**src/rtl/ip_pkg.sv**
```systemverilog
`timescale 1ns/1ps
// Shared IPv4 definitions for the TX header path: fixed header constants,
// protocol numbers and the header builder state encoding.
package ip_pkg;
  localparam logic [7:0] IPV4_VER_IHL = 8'h45;
  localparam logic [7:0] IP_PROTO_TCP = 8'd6;
  localparam logic [7:0] IP_PROTO_UDP = 8'd17;

  localparam int IDX_W = 3;
  localparam logic [IDX_W-1:0] LAST_IDX = 3'd4;

  typedef enum logic [2:0] {
    IDLE = 3'd0,
    CLR  = 3'd1,
    FEED = 3'd2,
    WAIT = 3'd3,
    EMIT = 3'd4,
    DONE = 3'd5
  } hdr_state_t;
endpackage

```
**src/rtl/ipv4_hdr_word_mux.sv**
```systemverilog
`timescale 1ns/1ps
// Selects one 32-bit word of a 20-byte option-less IPv4 header from the
// latched fields; the checksum slot is whatever the caller supplies.
module ipv4_hdr_word_mux
  import ip_pkg::*;
#(
  parameter logic [7:0] TOS    = 8'h00,
  parameter logic       DF_BIT = 1'b1
) (
  input  logic [IDX_W-1:0] idx,
  input  logic [15:0]      total_len,
  input  logic [15:0]      ident,
  input  logic [7:0]       ttl,
  input  logic [7:0]       protocol,
  input  logic [31:0]      src_ip,
  input  logic [31:0]      dst_ip,
  input  logic [15:0]      csum,
  output logic [31:0]      word
);

  // Word select, big-endian word order W0..W4.
  always_comb begin
    word = 32'h0000_0000;
    case (idx)
      3'd0:    word = {IPV4_VER_IHL, TOS, total_len};
      3'd1:    word = {ident, 1'b0, DF_BIT, 1'b0, 13'd0};
      3'd2:    word = {ttl, protocol, csum};
      3'd3:    word = src_ip;
      3'd4:    word = dst_ip;
      default: word = 32'h0000_0000;
    endcase
  end

endmodule

```
**src/rtl/ipv4_hdr_builder.sv**
```systemverilog
`timescale 1ns/1ps
// Builds an IPv4 header, runs it through the external checksum engine with a
// zero checksum field, then emits the finished header on a valid/ready stream.
module ipv4_hdr_builder
  import ip_pkg::*;
#(
  parameter logic [7:0] TOS          = 8'h00,
  parameter logic       DF_BIT       = 1'b1,
  parameter int         WAIT_TIMEOUT = 16
) (
  input  logic        clk,
  input  logic        reset,
  input  logic        start,
  input  logic [15:0] total_len,
  input  logic [15:0] ident,
  input  logic [7:0]  ttl,
  input  logic [7:0]  protocol,
  input  logic [31:0] src_ip,
  input  logic [31:0] dst_ip,
  output logic        busy,
  output logic [31:0] ck_data,
  output logic        ck_vld,
  output logic        ck_last,
  input  logic [15:0] ck_sum,
  input  logic        ck_sum_vld,
  output logic        ck_sum_ready,
  output logic [31:0] m_data,
  output logic        m_valid,
  output logic        m_last,
  input  logic        m_ready,
  output logic        done,
  output logic        error
);

  localparam logic [15:0] TIMEOUT_LAST = 16'(WAIT_TIMEOUT - 1);

  hdr_state_t       state_r;
  logic [IDX_W-1:0] idx_r;
  logic [15:0]      cnt_r;
  logic [15:0]      total_len_r;
  logic [15:0]      ident_r;
  logic [7:0]       ttl_r;
  logic [7:0]       protocol_r;
  logic [31:0]      src_ip_r;
  logic [31:0]      dst_ip_r;
  logic [15:0]      csum_r;
  logic             error_r;
  logic [31:0]      ck_data_r;
  logic             ck_vld_r;
  logic             ck_last_r;
  logic [31:0]      m_data_r;
  logic             m_valid_r;
  logic             m_last_r;
  logic             done_r;

  logic [IDX_W-1:0] mux_idx_s;
  logic [15:0]      mux_csum_s;
  logic [31:0]      mux_word_s;

  // Word to load into the output registers on the next edge; the mux always
  // looks one word ahead so that ck_data and m_data leave flops directly.
  always_comb begin
    mux_idx_s  = idx_r + 3'd1;
    mux_csum_s = 16'h0000;
    case (state_r)
      CLR: begin
        mux_idx_s  = 3'd0;
        mux_csum_s = 16'h0000;
      end
      WAIT: begin
        mux_idx_s  = 3'd0;
        mux_csum_s = ck_sum;
      end
      EMIT: begin
        mux_idx_s  = idx_r + 3'd1;
        mux_csum_s = csum_r;
      end
      default: begin
        mux_idx_s  = idx_r + 3'd1;
        mux_csum_s = 16'h0000;
      end
    endcase
  end

  ipv4_hdr_word_mux #(
    .TOS    (TOS),
    .DF_BIT (DF_BIT)
  ) u_word_mux (
    .idx       (mux_idx_s),
    .total_len (total_len_r),
    .ident     (ident_r),
    .ttl       (ttl_r),
    .protocol  (protocol_r),
    .src_ip    (src_ip_r),
    .dst_ip    (dst_ip_r),
    .csum      (mux_csum_s),
    .word      (mux_word_s)
  );

  // Header sequencing FSM with registered stream outputs.
  always_ff @(posedge clk or posedge reset) begin
    if (reset) begin
      state_r     <= IDLE;
      idx_r       <= 3'd0;
      cnt_r       <= 16'h0000;
      total_len_r <= 16'h0000;
      ident_r     <= 16'h0000;
      ttl_r       <= 8'h00;
      protocol_r  <= 8'h00;
      src_ip_r    <= 32'h0000_0000;
      dst_ip_r    <= 32'h0000_0000;
      csum_r      <= 16'h0000;
      error_r     <= 1'b0;
      ck_data_r   <= 32'h0000_0000;
      ck_vld_r    <= 1'b0;
      ck_last_r   <= 1'b0;
      m_data_r    <= 32'h0000_0000;
      m_valid_r   <= 1'b0;
      m_last_r    <= 1'b0;
      done_r      <= 1'b0;
    end else begin
      case (state_r)
        IDLE: begin
          if (start) begin
            total_len_r <= total_len;
            ident_r     <= ident;
            ttl_r       <= ttl;
            protocol_r  <= protocol;
            src_ip_r    <= src_ip;
            dst_ip_r    <= dst_ip;
            error_r     <= 1'b0;
            state_r     <= CLR;
          end
        end
        CLR: begin
          idx_r     <= 3'd0;
          ck_data_r <= mux_word_s;
          ck_vld_r  <= 1'b1;
          ck_last_r <= 1'b0;
          state_r   <= FEED;
        end
        FEED: begin
          if (idx_r == LAST_IDX) begin
            ck_data_r <= 32'h0000_0000;
            ck_vld_r  <= 1'b0;
            ck_last_r <= 1'b0;
            cnt_r     <= 16'h0000;
            state_r   <= WAIT;
          end else begin
            idx_r     <= mux_idx_s;
            ck_data_r <= mux_word_s;
            ck_last_r <= (mux_idx_s == LAST_IDX);
          end
        end
        WAIT: begin
          if (ck_sum_vld) begin
            csum_r    <= ck_sum;
            idx_r     <= 3'd0;
            m_data_r  <= mux_word_s;
            m_valid_r <= 1'b1;
            m_last_r  <= 1'b0;
            state_r   <= EMIT;
          end else if (cnt_r == TIMEOUT_LAST) begin
            error_r <= 1'b1;
            state_r <= IDLE;
          end else if (cnt_r != 16'hFFFF) begin
            cnt_r <= cnt_r + 16'd1;
          end
        end
        EMIT: begin
          if (m_ready) begin
            if (idx_r == LAST_IDX) begin
              m_data_r  <= 32'h0000_0000;
              m_valid_r <= 1'b0;
              m_last_r  <= 1'b0;
              done_r    <= 1'b1;
              state_r   <= DONE;
            end else begin
              idx_r    <= mux_idx_s;
              m_data_r <= mux_word_s;
              m_last_r <= (mux_idx_s == LAST_IDX);
            end
          end
        end
        DONE: begin
          done_r  <= 1'b0;
          idx_r   <= 3'd0;
          state_r <= IDLE;
        end
        default: begin
          state_r <= IDLE;
        end
      endcase
    end
  end

  assign busy         = (state_r != IDLE);
  assign ck_sum_ready = (state_r == CLR) || ((state_r == WAIT) && ck_sum_vld);
  assign ck_data      = ck_data_r;
  assign ck_vld       = ck_vld_r;
  assign ck_last      = ck_last_r;
  assign m_data       = m_data_r;
  assign m_valid      = m_valid_r;
  assign m_last       = m_last_r;
  assign done         = done_r;
  assign error        = error_r;

endmodule

```
**config.mk**
```make
export PLATFORM = sky130hd
export DESIGN_NAME = ipv4_hdr_builder
export DESIGN_NICKNAME = d
export VERILOG_FILES = /design/src/rtl/ip_pkg.sv /design/src/rtl/ipv4_hdr_word_mux.sv /design/src/rtl/ipv4_hdr_builder.sv
export SDC_FILE = /design/constraint.sdc
export NUM_CORES = 1
export LEC_CHECK = 0
export ABC_CLOCK_PERIOD_IN_PS = 10200
export BUFFER_PORTS_ARGS = -buffer_cell sky130_fd_sc_hd__buf_2
export CAP_MARGIN = 20
export CORE_MARGIN = 2
export CORE_UTILIZATION = 60
export CTS_CLUSTER_SIZE = 16
export DETAILED_ROUTE_END_ITERATION = 10
export GPL_ROUTABILITY_DRIVEN = 0
export PLACE_DENSITY = 0.95
export SLEW_MARGIN = 20
export SYNTH_ARGS = -nofsm -noshare
export SYNTH_HDL_FRONTEND = slang
export SYNTH_HIERARCHICAL = 1
export SYNTH_SLANG_ARGS = --single-unit
```
**constraint.sdc**
```tcl
create_clock -name clk -period 10.2 [get_ports clk]
set_input_delay 0.51 -clock clk [delete_from_list [all_inputs] [get_ports clk]]
set_output_delay 0.51 -clock clk [all_outputs]
set_load 0.01 [all_outputs]
```
; Yosys cells after proc, flatten, opt, wreduce, memory -nomap -nowiden
; Cells that the tools add are included.
[totals]
regBits = 220
latch_bits = 0
mem_bits_rw = 0
rom_bits = 0
output_inout_bits = 72
n_memories = 0
[classes]
n_addsub = 2
n_mul = 0
div_mod_pow = 0
order_cmp = 0
n_eq_ne = 22
n_shift = 0
n_mux = 41
bitwise_logic = 0
reduce_logical = 23
[ops]
columns = operator, n
row1 = case mux 32 bit (5 select lines), 1
row2 = case mux 32 bit (2 select lines), 2
row3 = two-way mux 32 bit, 3
row4 = two-way mux 16 bit, 4
row5 = case mux 16 bit (2 select lines), 2
row6 = two-way mux 3 bit, 10
row7 = "inequality test 2 bit, second input constant", 9
row8 = "adder 16 x 1 -> 16 bit, second input constant", 1
row9 = "equality test 16 x 4 -> 1 bit, second input constant", 1
row10 = "inequality test 16 bit, second input constant", 1
row11 = case mux 3 bit (5 select lines), 1
row12 = "equality test 3 x 2 -> 1 bit, second input constant", 4
row13 = "equality test 3 bit, second input constant", 4
row14 = case mux 1 bit (2 select lines), 6
row15 = case mux 3 bit (4 select lines), 1
row16 = two-way mux 1 bit, 11
row17 = AND reduction 5 bit, 2
row18 = nonzero test 2 bit, 5
row19 = AND reduction 3 bit, 3
row20 = AND reduction 4 bit, 2
row21 = "equality test 3 x 1 -> 1 bit, second input constant", 2
row22 = zero test 3 bit, 2
row23 = AND reduction 2 bit, 3
row24 = nonzero test 4 bit, 1
row25 = other kinds (6), 7

; Longest topological paths before layout
; Gate-level depths: netlist of run 1.
[logic_depth]
depth_word = 8
depth_mapped = 11

; Cells and area by module
; Netlist of run 1, hierarchy kept.
[by_module_without_submodules]
columns = module, n_inst, cells_each, area_per_inst_um2
row1 = ipv4_hdr_builder, 1, 762, 9041.2
row2 = ipv4_hdr_word_mux, 1, 141, 1128.6

; Least setup slack after synthesis of run 1
; Ideal clock, no wire load.
[synth_path]
kind = flip-flop to flip-flop
startpoint = register idx_r[0]
endpoint = register ck_data_r[31], in the netlist ck_data[31]
arrival_ns = 1.801
t_required_ns = 10.056
path_slack_ns = 8.255
path_stages_with_launch = 11
n_path_buf = 2
synth_period_minus_slack_ns = 1.945
path_cell_list = dfrtp_1 -> ha_1 -> xnor2_1 -> nor2_1 -> buf_6 -> and2b_1 -> buf_2 -> a22oi_1 -> o22ai_1 -> nand2_1 -> a21oi_1
[synth_via]
elab_chain_len = 6
[synth_rtl]
columns = element, line
row1 = start: declaration, ipv4_hdr_builder.sv:38  ; logic [IDX_W-1:0] idx_r;
row2 = start signal: assignment, ipv4_hdr_builder.sv:150  ; idx_r <= mux_idx_s;
row3 = start signal: assignment, ipv4_hdr_builder.sv:179  ; idx_r <= mux_idx_s;
row4 = adder 3 x 1 -> 3 bit (*), "ipv4_hdr_builder.sv:75, ipv4_hdr_builder.sv:79"
row5 = two-way mux 3 bit (*), n/a
row6 = net mux_idx_s[2], ipv4_hdr_builder.sv:56  ; logic [IDX_W-1:0] mux_idx_s;
row7 = equality test 3 bit (tied with other cells), ipv4_hdr_word_mux.sv:24  ; case (idx)
row8 = case mux 32 bit (5 select lines) (*), ipv4_hdr_word_mux.sv:24
row9 = net mux_word_s[31], ipv4_hdr_builder.sv:58  ; logic [31:0] mux_word_s;
row10 = two-way mux 32 bit, ipv4_hdr_builder.sv:143  ; if (idx_r == LAST_IDX) begin
row11 = case mux 32 bit (2 select lines) (*), ipv4_hdr_builder.sv:122  ; case (state_r)
row12 = end signal: assignment, ipv4_hdr_builder.sv:137  ; ck_data_r <= mux_word_s;
row13 = end signal: assignment, ipv4_hdr_builder.sv:151  ; ck_data_r <= mux_word_s;
row14 = end: declaration, ipv4_hdr_builder.sv:48  ; logic [31:0] ck_data_r;
; Mark *: on every way through the listed nets, which the timed path passes. The rest lies on a longest branch.
; A chain may end at the register's enable or synchronous reset.

; Final worst setup path of run 1
[layout_path]
startpoint = register state_r[0]
endpoint = register m_valid_r, in the netlist m_valid
[layout_via]
elab_chain_len = 3
[layout_rtl]
columns = element, line
row1 = start: declaration, ipv4_hdr_builder.sv:37  ; hdr_state_t state_r;
row2 = start signal: assignment, ipv4_hdr_builder.sv:103  ; state_r <= IDLE;
row3 = start signal: assignment, ipv4_hdr_builder.sv:132  ; state_r <= CLR;
row4 = start signal: assignment, ipv4_hdr_builder.sv:140  ; state_r <= FEED;
row5 = equality test 3 x 2 -> 1 bit / equality test 3 bit (equally long branches), ipv4_hdr_builder.sv:122
row6 = inequality test 2 bit (no source line) / nonzero test 2 bit (equally long branches), n/a
row7 = AND reduction 4 bit (no source line), n/a
row8 = end signal: assignment, ipv4_hdr_builder.sv:118  ; m_valid_r <= 1'b0;
row9 = end signal: assignment, ipv4_hdr_builder.sv:160  ; m_valid_r <= 1'b1;
row10 = end signal: assignment, ipv4_hdr_builder.sv:174  ; m_valid_r <= 1'b0;
row11 = end: declaration, ipv4_hdr_builder.sv:52  ; logic m_valid_r;
; Several ways; a longest one is shown, not always the timed one.

==> results.py, run 1 <==
metrics = {
    "clocking": {
        "htree_levels": 1,
        "clk_path_buf_depth": 3,
        "cts_hold_buffers": 0,
        "cts_resized": 0,
        "post_cts_buffers": 0,
        "cts.clk_slew.worst_paths_ns": 0.06,
        "clock-sinks": 220,
        "insertion_delay_ns": 0.50,
        "cts_buffers": 22,
        "cts_tree": "yes",
        "clockRootBuffer": "clkbuf_16",
    },
    "setup_path": {
        "cp-startpoint": "state_r[0]$_DFFE_PP0P_",
        "critPathLaunchType": "flip-flop",
        "reg2reg_from": "state_r[0]$_DFFE_PP0P_",
        "path_class": "reg2reg",
        "worstPathRequired_ns": 10.56,
        "endpoint": "m_valid$_DFFE_PP0P_",
        "worstPathMaxFanout": 66,
        "timing.rr.end": "m_valid$_DFFE_PP0P_",
        "cp.arrival_ns": 3.90,
        "reg2reg_depth": 5,
        "r2r_slack_ns": 6.66,
        "end_kind": "flip-flop",
    },
    "yosys": {
        "yosysWarnings": 6,
        "synth_top_area_frac": 0.541,
        "postSynthAreaPerCell_sq_um": 11.3,
        "async_flop_share": 1.00,
        "netlist_instances": 903,
        "synth.ff_latch_count": 220,
        "synth_fp_nets": 1039,
        "yosysSeqAreaShare": 0.541,
        "synthTopCellsByArea": "dfrtp_1 54%, mux2_2 14%, nand2_1 5.6%",
        "syn_area_sq_um": 10200,
        "yosys.area.top_type": "dfrtp_1",
        "ys.flop_type": "dfrtp_1",
        "synth_edf_count": 0,
        "yosysUniqueCellTypes": 58,
    },
    "global_route": {
        "grt_max_degree": 137,
        "grt_pass1_vias": 7923,
        "antenna_found_initial": 4,
        "grt_first_pass_wirelength_microns": 42100,
        "grt_overflow_total": 0,
        "grt_use_total": 0.298,
    },
    "route": {
        "via_per_inst": 6.09,
        "drt.antenna.violating_nets": 0,
        "drc": 0,
        "first_pass_iters": 5,
        "dr_total_vias": 7976,
        "routed_wl_microns": 26700,
        "wl_per_cell_microns": 20.4,
        "drt-initial-drc-count": 808,
    },
    "layout": {
        "drive_above_1_share": 0.368,
        "final_common_cell": "dfrtp_1",
        "final_cell_mix": "220 x dfrtp_1, 204 x buf_2, 152 x nand2_1",
        "syn_to_final_growth_pct": 17.4,
        "fillers": 1119,
        "final_nets": 1208,
        "final_cell_area_sq_um": 11900,
    },
    "floorplanning": {
        "die_w_microns": 134,
        "row_count": 47,
        "core_sq_um": 16600,
        "ios": 205,
        "start_util": 0.613,
        "chipHeight_microns": 134,
        "die_area_sq_um": 18000,
    },
    "sta": {
        "tns_ns": 0,
        "tightest_slew_ns": 1.12,
        "fin_ws_ns": 6.66,
        "final_hold_viol_count": 0,
        "setup_viol": 0,
        "rsz0062_at_grt": "false",
        "max-slew-margin-rel": 0.254,
        "slew_violations": 0,
        "fin_crit_sh": 0.347,
        "period_minus_slack_ns": 3.54,
        "clock.fmax_mhz": 283,
        "fin_skew_ns": 0.00800,
    },
    "placed_design": {
        "placedInstanceArea_sq_um": 11200,
        "portBuffers": 204,
        "dp_hpwl_microns": 18200,
        "post-place-ws_ns": 6.83,
    },
    "min_path": {
        "hold_path_class": "in2async",
    },
    "status": {
        "status": "finished clean",
    },
    "pwr": {
        "power.density_nw_per_um2": 354,
        "cellLeakagePower_uw": 0.00561,
        "finalPower_uw": 4220,
        "vdd_drop_max_mv": 0.205,
    },
    "job": {
        "max_cap_violations": 0,
    },
}
[metrics by stage]
stage / hold WS, ns / std cells / util
6_report: 0.195 / 1310 / 0.720
3_5_place_dp: 0.475 / 1268 / 0.676
2_1_floorplan: 0.470 / 903 / -
4_1_cts: 0.229 / 1304 / 0.719
5_1_grt: 0.232 / 1309 / 0.720
3_3_place_gp: 0.459 / 1268 / 0.676
[critical path: stages, from the launching register on]
cell and delay (ns):
dfrtp_1 0.76, and3b_1 0.96, nand2_2 0.52, and2_2 0.67, o21ai_0 0.37, nand2_1 0.09
[final cells by class]
class                   instances  area [sq um]  share of cell area
diodes                          6          15.0             0.00126
clock buffers                  32           659              0.0552
clock inverters                 4          45.0             0.00377
well taps                     220           275              0.0231
repair buffers                211          1080              0.0902
multi-input cells             592          4260               0.357
flip-flops and latches        220          5510               0.461
inverters                      25           101             0.00849
[routing by layer]
layer,global-route usage,part of all wire,up-vias
met2,0.467,0.47,399
li1,-,-,3554
met5,0,0,-
met4,0.119,0.038,0
met1,0.420,0.41,3947
met3,0.0499,0.075,76
[state kept, by name (all words and copies together) (netlist names), 8 cells and up]
name and count:
ident_r 16, dst_ip_r 32, csum_r 16, m_data 32
src_ip_r 32, ttl_r 8, total_len_r 16, protocol_r 8
cnt_r 16, ck_data 32
[where the power goes]
group	internal, uW	leakage, uW	total (uW)	switching [uW]
clock network	470	0.000350	792	323
logic	798	0.00253	1900	1100
registers	1270	0.00273	1540	267
[kinds of logic after synthesis]
family          Yosys count  synth area share
fa+ha+maj                 3           0.00369
flops                   220             0.541
simple gates            223            0.0987
buf+inv                  91            0.0432
xor+xnor                  2           0.00172
mux                     162             0.175
compound gates          202             0.136
[cells in the mapped netlist, types with 2 or more instances]
cell,number
o32ai_2,10
buf_4,8
nor2_1,16
dfrtp_1,220
a21oi_1,43
buf_2,30
nand3b_1,2
o22ai_1,13
o31ai_1,7
o41ai_1,3
a22o_1,16
a21o_1,15
nand2_1,152
nand3_1,7
o21ai_1,4
ha_1,3
mux2_2,129
nor4_1,2
nand2b_1,5
o32ai_1,6
inv_1,25
or3_1,3
a31oi_1,4
clkbuf_1,23
a22oi_1,16
and3_1,2
buf_6,4
nor2b_1,5
mux2i_1,33
nor3_1,5
o21ai_0,57
nand4_1,8
or2_1,2
[worst min-delay path by stage]
stage / slack [ns] / start / to / depth (start not counted)
floorplan: 0.47 / cnt_r[9]$_DFFE_PP0P_ / cnt_r[9]$_DFFE_PP0P_ / 1
global placement: 0.46 / m_data[15]$_DFFE_PP0P_ / m_data[15]$_DFFE_PP0P_ / 2
detailed placement: 0.48 / m_data[11]$_DFFE_PP0P_ / m_data[11]$_DFFE_PP0P_ / 2
CTS: 0.23 / dst_ip[26] / dst_ip_r[26]$_DFFE_PP0P_ / 2
global route: 0.23 / ttl[4] / ttl_r[4]$_DFFE_PP0P_ / 2
finish: 0.20 / reset / total_len_r[2]$_DFFE_PP0P_ / 2
No activity file was read; power rests on OpenSTA's default activity.
==> run 2: changes to the inputs <==
--- a/config.mk
+++ b/config.mk
@@ -5,15 +5,15 @@
 export SDC_FILE = /design/constraint.sdc
 export NUM_CORES = 1
 export LEC_CHECK = 0
-export ABC_CLOCK_PERIOD_IN_PS = 10200
+export ABC_CLOCK_PERIOD_IN_PS = 3050
 export BUFFER_PORTS_ARGS = -buffer_cell sky130_fd_sc_hd__buf_2
 export CAP_MARGIN = 20
 export CORE_MARGIN = 2
-export CORE_UTILIZATION = 60
+export CORE_UTILIZATION = 50
 export CTS_CLUSTER_SIZE = 16
 export DETAILED_ROUTE_END_ITERATION = 10
 export GPL_ROUTABILITY_DRIVEN = 0
-export PLACE_DENSITY = 0.95
+export PLACE_DENSITY = 0.87
 export SLEW_MARGIN = 20
 export SYNTH_ARGS = -nofsm -noshare
 export SYNTH_HDL_FRONTEND = slang
==> constraint.sdc (replaced) <==
create_clock -name clk -period 3.05 [get_ports clk]
set_input_delay 0.1525 -clock clk [delete_from_list [all_inputs] [get_ports clk]]
set_output_delay 0.1525 -clock clk [all_outputs]
set_load 0.01 [all_outputs]
==> results.py, run 2 (same netlist as run 1, synthesis figures left out) <==
metrics = {
    "status": {
        "status": "finished clean",
    },
    "clocking": {
        "clockRootBuffer": "clkbuf_16",
        "post_cts_buffers": 0,
        "htree_levels": 1,
        "clock-sinks": 220,
        "insertion_delay_ns": 0.51,
        "clk_path_buf_depth": 3,
        "cts.clk_slew.worst_paths_ns": 0.07,
        "cts_buffers": 23,
        "cts_tree": "yes",
    },
    "layout": {
        "drive_above_1_share": 0.342,
        "syn_to_final_growth_pct": 33.3,
        "final_nets": 1356,
        "multi_input_area_sq_um": 4260,
        "utilization": 0.675,
        "fillers": 1387,
        "final_common_cell": "dfrtp_1",
        "regArea_sq_um": 5510,
        "finalNonFillerCells": 1512,
        "final_cell_mix": "220 x dfrtp_1, 204 x buf_2, 152 x nand2_1",
    },
    "sta": {
        "slew_violations": 0,
        "fin_ws_ns": 0.191,
        "tightest_slew_ns": 0.864,
        "fin_crit_sh": 0.937,
        "period_minus_slack_ns": 2.86,
        "setup_viol": 0,
        "final_hold_viol_count": 0,
        "fin_skew_ns": 0.0173,
        "clock.fmax_mhz": 350,
        "max-slew-margin-rel": 0.424,
        "tns_ns": 0,
        "rsz0062_at_grt": "false",
    },
    "setup_path": {
        "timing.rr.end": "m_data[20]$_DFFE_PP0P_",
        "reg2reg_depth": 8,
        "worstPathRequired_ns": 3.47,
        "critPathLaunchType": "flip-flop",
        "end_kind": "flip-flop",
        "path_class": "reg2reg",
        "worstPathMaxFanout": 13,
        "r2r_slack_ns": 0.19,
        "cp.arrival_ns": 3.28,
        "reg2reg_from": "idx_r[0]$_DFFE_PP0P_",
    },
    "route": {
        "via_per_inst": 5.85,
        "first_pass_iters": 5,
        "dr_total_vias": 8850,
        "routed_wl_microns": 32900,
        "drt.antenna.violating_nets": 0,
        "drc": 0,
        "wl_per_cell_microns": 21.8,
        "drt-initial-drc-count": 1094,
    },
    "global_route": {
        "grt_first_pass_wirelength_microns": 50800,
        "antenna_found_initial": 5,
        "grt_max_degree": 67,
        "grt_pass1_vias": 8928,
        "grt_overflow_total": 0,
        "grt_use_total": 0.302,
    },
    "floorplanning": {
        "start_util": 0.506,
        "row_count": 52,
        "ios": 205,
        "chipHeight_microns": 147,
        "core_sq_um": 20100,
        "die_w_microns": 147,
        "die_area_sq_um": 21500,
    },
    "min_path": {
        "hold_end": "state_r[0]$_DFFE_PP0P_",
        "hold_start": "start",
        "hold_depth": 4,
        "hold_path_class": "in2reg",
    },
    "placed_design": {
        "dp_hpwl_microns": 20000,
        "dp_cells": 1334,
        "portBuffers": 204,
        "post-place-ws_ns": 0.280,
    },
    "pwr": {
        "vdd_drop_max_mv": 0.495,
        "power.density_nw_per_um2": 1110,
        "cellLeakagePower_uw": 0.00629,
    },
    "job": {
        "max_cap_violations": 0,
    },
}
==> run 2: metrics by stage <==
| step | power (uW) | area (sq um) | hold WS [ns] |
|---|---|---|---|
| after global placement | 11200 | 11500 | 0.358 |
| after CTS | 14500 | 13500 | 0.130 |
| after detailed placement | 11500 | 11500 | 0.354 |
| after floorplan | 9530 | 10200 | 0.265 |
| final | 15000 | 13600 | 0.199 |
| after global routing | 15800 | 13600 | 0.213 |
==> run 2: layout make-up <==
| cell class | instances | area share |
|---|---|---|
| Sequential cell | 220 | 0.406 |
| Multi-Input combinational cell | 592 | 0.314 |
| Timing Repair Buffer | 358 | 0.190 |
| Clock buffer | 29 | 0.0463 |
| Tap cell | 270 | 0.0249 |
| Clock inverter | 12 | 0.0101 |
| Inverter | 25 | 0.00720 |
| Antenna cell | 6 | 0.00111 |
==> run 2: critical path, cell delays in order (launching register included) <==
cell     delay (ns)
dfrtp_1        0.47
ha_1           0.29
xnor2_1        0.17
nor2_2         0.34
nor2b_2        0.60
a22oi_1        0.22
o22ai_1        0.36
nand2_1        0.13
o21ai_0        0.18
==> run 2: what timing repair did <==
action,in CTS,in global routing
endpoints found under the setup margin,0,11
hold buffers,131,0
resized for setup,0,2
endpoints found under the hold margin,160,0
==> run 2: per-layer routing <==
layer | GRT usage | vias up | wire (microns)
li1 | - | 3832 | -
met3 | 0.0541 | 135 | 2660
met2 | 0.472 | 552 | 15100
met4 | 0.166 | 0 | 2070
met5 | 0 | - | 0
met1 | 0.403 | 4331 | 13100
==> run 2: how the worst max path moves through the flow <==
stage | from | to | slack [ns] | depth (start not counted)
after detailed placement | idx_r[0]$_DFFE_PP0P_ | m_data[10]$_DFFE_PP0P_ | 0.28 | 8
after global routing | idx_r[0]$_DFFE_PP0P_ | m_data[4]$_DFFE_PP0P_ | 0.16 | 8
final | idx_r[0]$_DFFE_PP0P_ | m_data[20]$_DFFE_PP0P_ | 0.19 | 8
after global placement | idx_r[0]$_DFFE_PP0P_ | m_data[13]$_DFFE_PP0P_ | 0.36 | 8
after CTS | idx_r[0]$_DFFE_PP0P_ | m_data[13]$_DFFE_PP0P_ | 0.22 | 8
after floorplan | reset | ck_data[0]$_DFFE_PP0P_ | 0.03 | 1
==> run 2: where the power goes <==
part | total [uW] | internal [uW] | switching (uW)
combinational | 6920 | 2950 | 3980
sequential | 5230 | 4250 | 979
clock | 2900 | 1710 | 1190
==> run 3: changes to the inputs <==
--- a/config.mk
+++ b/config.mk
@@ -9,11 +9,12 @@
 export BUFFER_PORTS_ARGS = -buffer_cell sky130_fd_sc_hd__buf_2
 export CAP_MARGIN = 20
 export CORE_MARGIN = 2
-export CORE_UTILIZATION = 50
+export CORE_UTILIZATION = 35
 export CTS_CLUSTER_SIZE = 16
 export DETAILED_ROUTE_END_ITERATION = 10
 export GPL_ROUTABILITY_DRIVEN = 0
-export PLACE_DENSITY = 0.87
+export PLACE_DENSITY = 0.67
+export SKIP_LAST_GASP = 1
 export SLEW_MARGIN = 20
 export SYNTH_ARGS = -nofsm -noshare
 export SYNTH_HDL_FRONTEND = slang
==> results.py, run 3 (same netlist as run 1, synthesis figures left out) <==
metrics = {
    "layout": {
        "syn_to_final_growth_pct": 34.8,
        "final_cell_area_sq_um": 13700,
        "final_cell_mix": "220 x dfrtp_1, 204 x buf_2, 152 x nand2_1",
        "final_nets": 1358,
        "final_common_cell": "dfrtp_1",
        "drive_above_1_share": 0.343,
    },
    "route": {
        "wl_per_cell_microns": 19.2,
        "dr_total_vias": 8358,
        "routed_wl_microns": 31300,
        "drt.antenna.violating_nets": 0,
        "drc": 0,
        "first_pass_iters": 5,
        "via_per_inst": 5.14,
        "drt-initial-drc-count": 575,
    },
    "sta": {
        "setup_viol": 0,
        "final_hold_viol_count": 0,
        "fin_ws_ns": 0.454,
        "rsz0062_at_grt": "false",
        "period_minus_slack_ns": 2.60,
        "fin_crit_sh": 0.851,
        "whs_ns": 0.144,
        "tns_ns": 0,
        "slew_violations": 0,
        "tightest_slew_ns": 0.955,
        "clock.fmax_mhz": 385,
        "max-slew-margin-rel": 0.363,
        "fin_skew_ns": 0.0148,
    },
    "placed_design": {
        "placedInstanceArea_sq_um": 11600,
        "post-place-ws_ns": 0.395,
        "portBuffers": 204,
        "dp_hpwl_microns": 21100,
    },
    "setup_path": {
        "end_kind": "flip-flop",
        "path_cells": "ha_1, xnor2_1, nor2_1, or2_1, o32ai_1, a21o_1, nand2_1, o21ai_0",
        "reg2reg_from": "idx_r[0]$_DFFE_PP0P_",
        "r2r_slack_ns": 0.45,
        "slowest_delay_ns": 0.63,
        "worstPathMaxFanout": 15,
        "reg2reg_depth": 8,
        "path_class": "reg2reg",
        "worstPathRequired_ns": 3.44,
        "critPathLaunchType": "flip-flop",
        "timing.rr.end": "m_data[13]$_DFFE_PP0P_",
        "cp_slowest_cell": "or2_1",
        "cp-startpoint": "idx_r[0]$_DFFE_PP0P_",
        "cp.arrival_ns": 2.98,
    },
    "clocking": {
        "insertion_delay_ns": 0.52,
        "cts_buffers": 24,
        "clockRootBuffer": "clkbuf_16",
        "post_cts_buffers": 0,
        "clock-sinks": 220,
        "clk_path_buf_depth": 3,
        "cts.clk_slew.worst_paths_ns": 0.06,
        "cts_tree": "yes",
        "htree_levels": 1,
    },
    "floorplanning": {
        "core_sq_um": 28600,
        "start_util": 0.355,
        "row_count": 62,
        "die_w_microns": 174,
        "die_area_sq_um": 30400,
        "chipHeight_microns": 174,
        "ios": 205,
    },
    "min_path": {
        "hold_start": "start",
        "hold_end": "state_r[0]$_DFFE_PP0P_",
        "hold_depth": 4,
        "hold_path_class": "in2reg",
    },
    "global_route": {
        "antenna_found_initial": 5,
        "grt_first_pass_wirelength_microns": 48500,
        "grt_max_degree": 171,
        "grt_overflow_total": 0,
        "grt_use_total": 0.202,
        "grt_pass1_vias": 8422,
    },
    "pwr": {
        "power.density_nw_per_um2": 1070,
        "finalPower_uw": 14700,
        "vdd_drop_max_mv": 0.436,
        "cellLeakagePower_uw": 0.00630,
    },
    "job": {
        "max_cap_violations": 0,
    },
    "status": {
        "status": "finished clean",
    },
}
run 3: per-layer routing:
| metal | vias to the layer above | share of wire | track usage |
|---|---|---|---|
| li1 | 3855 | - | - |
| met1 | 4135 | 0.46 | 0.286 |
| met5 | - | 0 | 0 |
| met3 | 79 | 0.054 | 0.0317 |
| met4 | 0 | 0.035 | 0.0774 |
| met2 | 289 | 0.45 | 0.313 |
run 3: power breakdown:
part           switching [uW]  internal, uW
Clock                    1200          1750
Combinational            3720          2900
Sequential                880          4250
Total                    5800          8900
run 3: metrics by stage:
step,cells,util
finish,1627,0.479
global route,1627,0.479
CTS,1621,0.478
detailed placement,1448,0.404
global placement,1448,0.404
floorplan,903,-
run 3: repair_timing:
item,4_1_cts,5_1_grt
setup endpoints to repair,0,0
resized for setup,0,0
hold buffers,131,0
endpoints found under the hold margin,217,0
run 3: worst max-delay path, delay by kind of cell, from the launching register on:
kind | cells | cell delay [ns]
xor+xnor | 1 | 0.14
fa+ha+maj | 1 | 0.28
simple gates | 3 | 0.97
compound gates | 3 | 0.61
flops | 1 | 0.46
run 3: worst max path at each step:
stage	endpoint	cells past startpoint	slack, ns
finish	m_data[13]$_DFFE_PP0P_	8	0.45
global route	m_data[13]$_DFFE_PP0P_	8	0.20
CTS	m_data[13]$_DFFE_PP0P_	8	0.37
detailed placement	m_data[13]$_DFFE_PP0P_	8	0.39
global placement	m_data[13]$_DFFE_PP0P_	8	0.46
floorplan	ck_data[0]$_DFFE_PP0P_	1	0.03
run 3: layout make-up:
| type | count | area (sq um) |
|---|---|---|
| antenna | 5 | 12.5 |
| multi-input combinational | 592 | 4260 |
| clock buffer | 30 | 684 |
| timing repair buffer | 359 | 2550 |
| clock inverter | 12 | 119 |
| inverter | 25 | 97.6 |
| sequential | 220 | 5510 |
| tap | 384 | 480 |
| fill | 2541 | 14900 |
